[src/rtl/mult_pkg.sv]
// Shared definitions for the multi-pair multiply sequencer: state codes and default widths.
// ST_WRITE is exported so the top level's RAM write-enable decode matches this FSM.
package mult_pkg;

  localparam int MULT_ADDR_W = 3;
  localparam int MULT_CNT_W  = 3;

  localparam logic [2:0] ST_WRITE = 3'b100;

  typedef enum logic [2:0] {
    S_IDLE   = 3'b000,
    S_LOAD_A = 3'b001,
    S_LOAD_B = 3'b010,
    S_MULT   = 3'b011,
    S_WRITE  = ST_WRITE,
    S_DONE   = 3'b101
  } state_e;

endpackage

[src/rtl/mult_sequencer.sv]
// Sequences N operand pairs ROM -> RF -> multiplier -> RAM, 4 cycles per pair plus one DONE cycle.
// All outputs are Moore decodes of state and the src/dst/remaining counters.
module mult_sequencer
  import mult_pkg::*;
#(
  parameter int ADDR_W = MULT_ADDR_W,
  parameter int CNT_W  = MULT_CNT_W
) (
  input  logic              clk,
  input  logic              reset,
  input  logic              start,
  input  logic [ADDR_W-1:0] src_base,
  input  logic [ADDR_W-1:0] dst_base,
  input  logic [CNT_W-1:0]  pair_count,
  output logic              busy,
  output logic              done,
  output logic [ADDR_W-1:0] rom_addr,
  output logic              rf_w,
  output logic              rf_da,
  output logic              rf_sa,
  output logic              rf_sb,
  output logic              ram_we,
  output logic [ADDR_W-1:0] ram_addr,
  output logic [2:0]        st_out
);

  state_e            state_q, state_d;
  logic [ADDR_W-1:0] src_q, src_d;
  logic [ADDR_W-1:0] dst_q, dst_d;
  logic [CNT_W-1:0]  rem_q, rem_d;

  always_ff @(posedge clk) begin
    if (reset) begin
      state_q <= S_IDLE;
      src_q   <= '0;
      dst_q   <= '0;
      rem_q   <= '0;
    end else begin
      state_q <= state_d;
      src_q   <= src_d;
      dst_q   <= dst_d;
      rem_q   <= rem_d;
    end
  end

  always_comb begin
    state_d  = state_q;
    src_d    = src_q;
    dst_d    = dst_q;
    rem_d    = rem_q;
    done     = 1'b0;
    rf_w     = 1'b0;
    rf_da    = 1'b0;
    ram_we   = 1'b0;
    rom_addr = '0;
    ram_addr = '0;

    case (state_q)
      S_IDLE: begin
        if (start) begin
          if (pair_count != '0) begin
            src_d   = src_base;
            dst_d   = dst_base;
            rem_d   = pair_count;
            state_d = S_LOAD_A;
          end else begin
            state_d = S_DONE;
          end
        end
      end
      S_LOAD_A: begin
        rom_addr = src_q;
        rf_w     = 1'b1;
        state_d  = S_LOAD_B;
      end
      S_LOAD_B: begin
        rom_addr = src_q + ADDR_W'(1);
        rf_w     = 1'b1;
        rf_da    = 1'b1;
        state_d  = S_MULT;
      end
      S_MULT: begin
        state_d = S_WRITE;
      end
      S_WRITE: begin
        ram_we   = 1'b1;
        ram_addr = dst_q;
        src_d    = src_q + ADDR_W'(2);
        dst_d    = dst_q + ADDR_W'(1);
        rem_d    = rem_q - CNT_W'(1);
        state_d  = (rem_q == CNT_W'(1)) ? S_DONE : S_LOAD_A;
      end
      S_DONE: begin
        done    = 1'b1;
        state_d = S_IDLE;
      end
      // 110/111 cannot be reached; recover to IDLE if they ever appear.
      default: begin
        state_d = S_IDLE;
      end
    endcase
  end

  assign busy   = (state_q != S_IDLE);
  assign rf_sa  = 1'b0;
  assign rf_sb  = 1'b1;
  assign st_out = state_q;

endmodule
[config.mk]
export PLATFORM = sky130hd
export DESIGN_NAME = mult_sequencer
export DESIGN_NICKNAME = d
export VERILOG_FILES = /design/src/rtl/mult_pkg.sv /design/src/rtl/mult_sequencer.sv
export SDC_FILE = /design/constraint.sdc
export NUM_CORES = 1
export LEC_CHECK = 0
export ABC_AREA = 1
export CAP_MARGIN = 20
export CORE_MARGIN = 1.5
export CORE_UTILIZATION = 37
export CTS_CLUSTER_SIZE = 12
export DETAILED_ROUTE_END_ITERATION = 6
export HOLD_SLACK_MARGIN = 0.15
export PLACE_DENSITY = 0.64
export SLEW_MARGIN = 20
export SYNTH_ARGS = -nofsm -noshare
export SYNTH_HDL_FRONTEND = slang
export SYNTH_SLANG_ARGS = --single-unit
[constraint.sdc]
create_clock -name clk -period 2.3 [get_ports clk]
set_input_delay 0.23 -clock clk [delete_from_list [all_inputs] [get_ports clk]]
set_output_delay 0.23 -clock clk [all_outputs]
set_load 0.01 [all_outputs]
Word level (Yosys, flattened, before mapping)
Index checks and enable logic that the tools add are counted.
- register bits after elaboration: 12
- input bits: 12
- output and inout bits: 16
- logic and storage cells: 41
- $add $sub $neg: 4
- eq/ne operators: 8
- mux-type cells: 19
- reductions and logical operators: 6
- operators by type and width (operator ; number):
    $mux 3 ; 10
    $pmux 3 s2 ; 4
    $pmux 3 s5 ; 1
    $add 3x1->3 const B ; 2
    $eq 3x1->1 const B ; 2
    $eq 3x2->1 const B ; 2
    $eq 3x3->1 const B ; 2
    $reduce_bool 3->1 ; 2
    $mux 1 ; 4
    $ne 2x2->1 const B ; 2
    $add 3x2->3 const B ; 1
    $logic_not 3->1 ; 1
    $reduce_and 3->1 ; 1
    $sub 3x1->3 const B ; 1
    $reduce_bool 2->1 ; 1
    $reduce_or 2->1 ; 1

Longest topological paths before layout
- word-level depth: 4
- depth in mapped cells: 8
- mapped depth without buffers: 8

Worst setup path before layout
No wires, ideal clock.
- kind: register to output
- start point: reg state_q[1], in the netlist st_out[1]
- end point: out rom_addr[2]
- arrival: 1088 ps
- required time: 2070 ps
- setup slack: 982 ps
- stages on the path, launching flop included: 3
- cell sequence: dfxtp_1 -> nand3_1 -> o32ai_1
- cells in the longest elaborated chain, start to end: 2
- elaborated cells on any way between the ends: 3
- classes of those cells: 2 x eq/ne; 1 x mux
- RTL lines (element ; line ; text):
    start, declared ; mult_sequencer.sv:27 ; state_e state_q, state_d;
    start signal, assigned ; mult_sequencer.sv:39 ; state_q <= state_d;
    $eq 3x2->1 or $eq 3x1->1 (tied branches) ; mult_sequencer.sv:58 ; case (state_q)
    $pmux 3 s2 * ; mult_sequencer.sv:58 ;
    end, declared ; mult_sequencer.sv:17 ; output logic [ADDR_W-1:0] rom_addr,
Mark *: on every way between the ends. The rest lies on a longest branch, timed or not.

Worst setup path in the final report
- start point: reg state_q[2], in the netlist st_out[2]
- end point: out rom_addr[2]
Same word-level chain as after synthesis.

==> results by group <==
Place
  – Final HPWL DP: about 1500 µm
  – PortBufs: 25
  – DP Cell Count: roughly 190
  – Final GP Congestion: between 0.8 and 0.9

Setup path
  – CP required: 2.07 ns
  – Startpoint Class: register
  – Crit-path max cell delay: slightly below 0.6 ns
  – CP bufs+invs: 2
  – WP data arrival: 1.86 ns
  – Critical path fanouts, max: 7
  – Setup CP Type: reg2out
  – Crit path max-delay family: buffers and inverters
  – Reg2reg start: st_out[1]
  – Slowest CP cell: clkdlybuf4s50_1
  – Critical-path cell list: inv_2 -> nand3_1 -> o32ai_1 -> clkdlybuf4s50_1
  – Crit. Startpoint: st_out[2]
  – Setup crit end kind: primary output

Clock tree
  – Post-CTS Setup Bufs: 0
  – CTS sink cnt: 12
  – CTS buffer count: 3
  – Root buf cell: clkbuf_4
  – Number of hold buffers added after CTS: 0
  – CTS tree: done
  – Skew-Pair Late Insertion Delay: roughly 0.27 ns
  – Longest Clk Path Bufs: 2
  – # resized after CTS: 0
  – Clock transition at path regs: ~0.09 ns
  – H-tree depth: 1

Cells and area
  – Nets: 182
  – Commonest non-fill, non-tap cells in the layout: nand2_1 (29), nor2_1 (26), clkdlybuf4s50_1 (25), inv_1 (20), dfxtp_1 (12)
  – Share of cells above drive strength 1: around 13%
  – Diodes inserted: 0
  – Register area: between 200 and 250 µm²
  – Post-Layout Cell Count: about 190
  – Area added between synthesis and finish: 32.8%
  – Commonest non-fill, non-tap cell in the layout: nand2_1
  – Fin util: between 50% and 60%
  – Footprint of the multi-input gates: approximately 530 µm²
  – Fillers: 240

Power
  – PwrDens: roughly 640 nW/µm²
  – Final Power: roughly 0.76 mW
  – Worst IR drop on VDD: 276 µV
  – Leakage power: about 0.58 nW

Drt
  – Post-DR vias/cell: about 4.5
  – Via count: 870
  – DR iter-0 viols: 12
  – Wire per inst: ~10 µm
  – Residual DRC: 0
  – Pre-antenna DRT Iters: 4
  – Post-Route WL: slightly below 2000 µm
  – Post-DRT Antenna Nets: 0

Floorplan
  – CORE AREA: approximately 2300 µm²
  – Die W: 52.3 µm
  – Die area: ~2700 µm²
  – Die extent in y: about 52 µm
  – FP Rows: 17
  – Initial core utilization: 40.0%
  – I/O Pins: 28

Hold path
  – Worst Hold Class: reg2reg
  – Hold Startpoint: rem_q[1]

Timing
  – Setup TNS: 0 ns
  – Tcrit/Tclk final: ~91%
  – Worst Skew: 0.00972 ns
  – Unrepaired setup endpoints after global routing: false
  – Final setup vio count: 0
  – Min Clock Period, post-route: ~2.1 ns
  – Slew Viols, Final: 0
  – Fmax: ~480 MHz
  – Final Hold Viols: 0

Synthesis
  – Flops & latches, synth: 12
  – Post-synthesis sequential area ratio: about a quarter
  – Syn Area/Cell: about 6.5 µm²
  – Syn nets: about 160
  – Cells after synthesis: about 140
  – Number of distinct library cells after synthesis: 29
  – Yosys warns: 0
  – Mapped Area: 901 µm²

Global route
  – Gr ovfl total: 0
  – Most used routing layer: met2
  – First-pass GRT wire length: around 3400 µm
  – Vias in the first global route: 805
  – Largest net degree at the start of global routing: 15
  – GR met2 Demand/Resource: between 20% and 30%
  – Total GRT Usage: between 10% and 20%
  – Met3 Usage GRT: 2.86%
  – Met1 usage: 22.2%
  – Initial antenna violation count: 0

Status
  – Outcome: finished clean

Flow run
  – Max-cap violation count: 0
-- logic make-up (layout without fill, tap and decap cells) --
family          Yosys count  in the layout  share of synthesized area [%]
other cells               2              2                          0.834
buf+inv                  30             56                           14.2
fa+ha+maj                 4              4                           5.56
xor+xnor                  1              1                          0.972
compound gates           13             13                           9.03
flops                    12             12                           26.7
simple gates             77             77                           42.8
-- final cells by class --
type / instances / area share [%]
Clock buffer: 4 / 3.03
Inverter: 27 / 8.47
Multi-Input combinational cell: 97 / 44.6
Sequential cell: 12 / 20.1
Tap cell: 28 / 2.93
Timing Repair Buffer: 25 / 20.9
-- stage by stage --
stage	hold slack [ns]	area [µm²]	setup slack, ns
final	0.501	1200	0.207
after global routing	0.536	1200	0.0822
after CTS	0.504	1200	0.202
after detailed placement	0.486	1160	0.521
after global placement	0.477	1160	0.561
after floorplan	0.299	901	0.982
-- power by group --
group          internal [mW]  switching, mW
combinational          0.140          0.173
sequential             0.242         0.0343
clock                 0.0961         0.0780
-- registers in the layout, indices dropped and copies added (netlist names) --
signal / cells
dst_q: 3
rem_q: 3
src_q: 3
st_out: 3
-- cell usage after synthesis --
library cell | instances | area [µm²]
a21oi_1 | 1 | 5.00
a31oi_1 | 1 | 6.26
buf_4 | 2 | 15.0
buf_6 | 1 | 11.3
clkinv_1 | 2 | 7.51
conb_1 | 2 | 7.51
dfxtp_1 | 12 | 240
ha_1 | 4 | 50.1
inv_1 | 20 | 75.1
inv_2 | 5 | 18.8
nand2_1 | 29 | 109
nand2_2 | 1 | 6.26
nand2_4 | 2 | 22.5
nand2_8 | 1 | 20.0
nand3_1 | 10 | 50.1
nand3_4 | 1 | 17.5
nand3b_1 | 1 | 7.51
nand3b_2 | 1 | 11.3
nand4_1 | 1 | 6.26
nor2_1 | 26 | 97.6
nor2_2 | 1 | 6.26
nor2_8 | 1 | 20.0
nor3_1 | 1 | 5.00
o21ai_0 | 2 | 10.0
o21ai_1 | 5 | 25.0
o21ai_2 | 3 | 26.3
o32ai_1 | 1 | 8.76
or2_2 | 1 | 6.26
xnor2_1 | 1 | 8.76
-- path summary, 6_finish.rpt --
kind	endpoint	slack [ns]	depth (start not counted)
worst max-delay path	rom_addr[2]	0.21	4
worst min-delay path	rem_q[1]	0.50	2
worst max register to register	dst_q[1]	0.92	8
worst min register to register	rem_q[1]	0.50	2
-- metal layers --
metal / routed length, µm / part of all wire, % / vias to the layer above
met5: 0 / 0 / -
met4: 23 / 1.2 / 0
met3: 87 / 4.5 / 2
met2: 837 / 43 / 22
met1: 987 / 51 / 372
li1: - / - / 474
-- tightest hold or removal path, stage by stage (launching register included) --
cell and delay (ns):
dfxtp_1 0.32, nor2_1 0.10, nor2_1 0.05
Note: power is estimated with default switching activity, not from simulation.
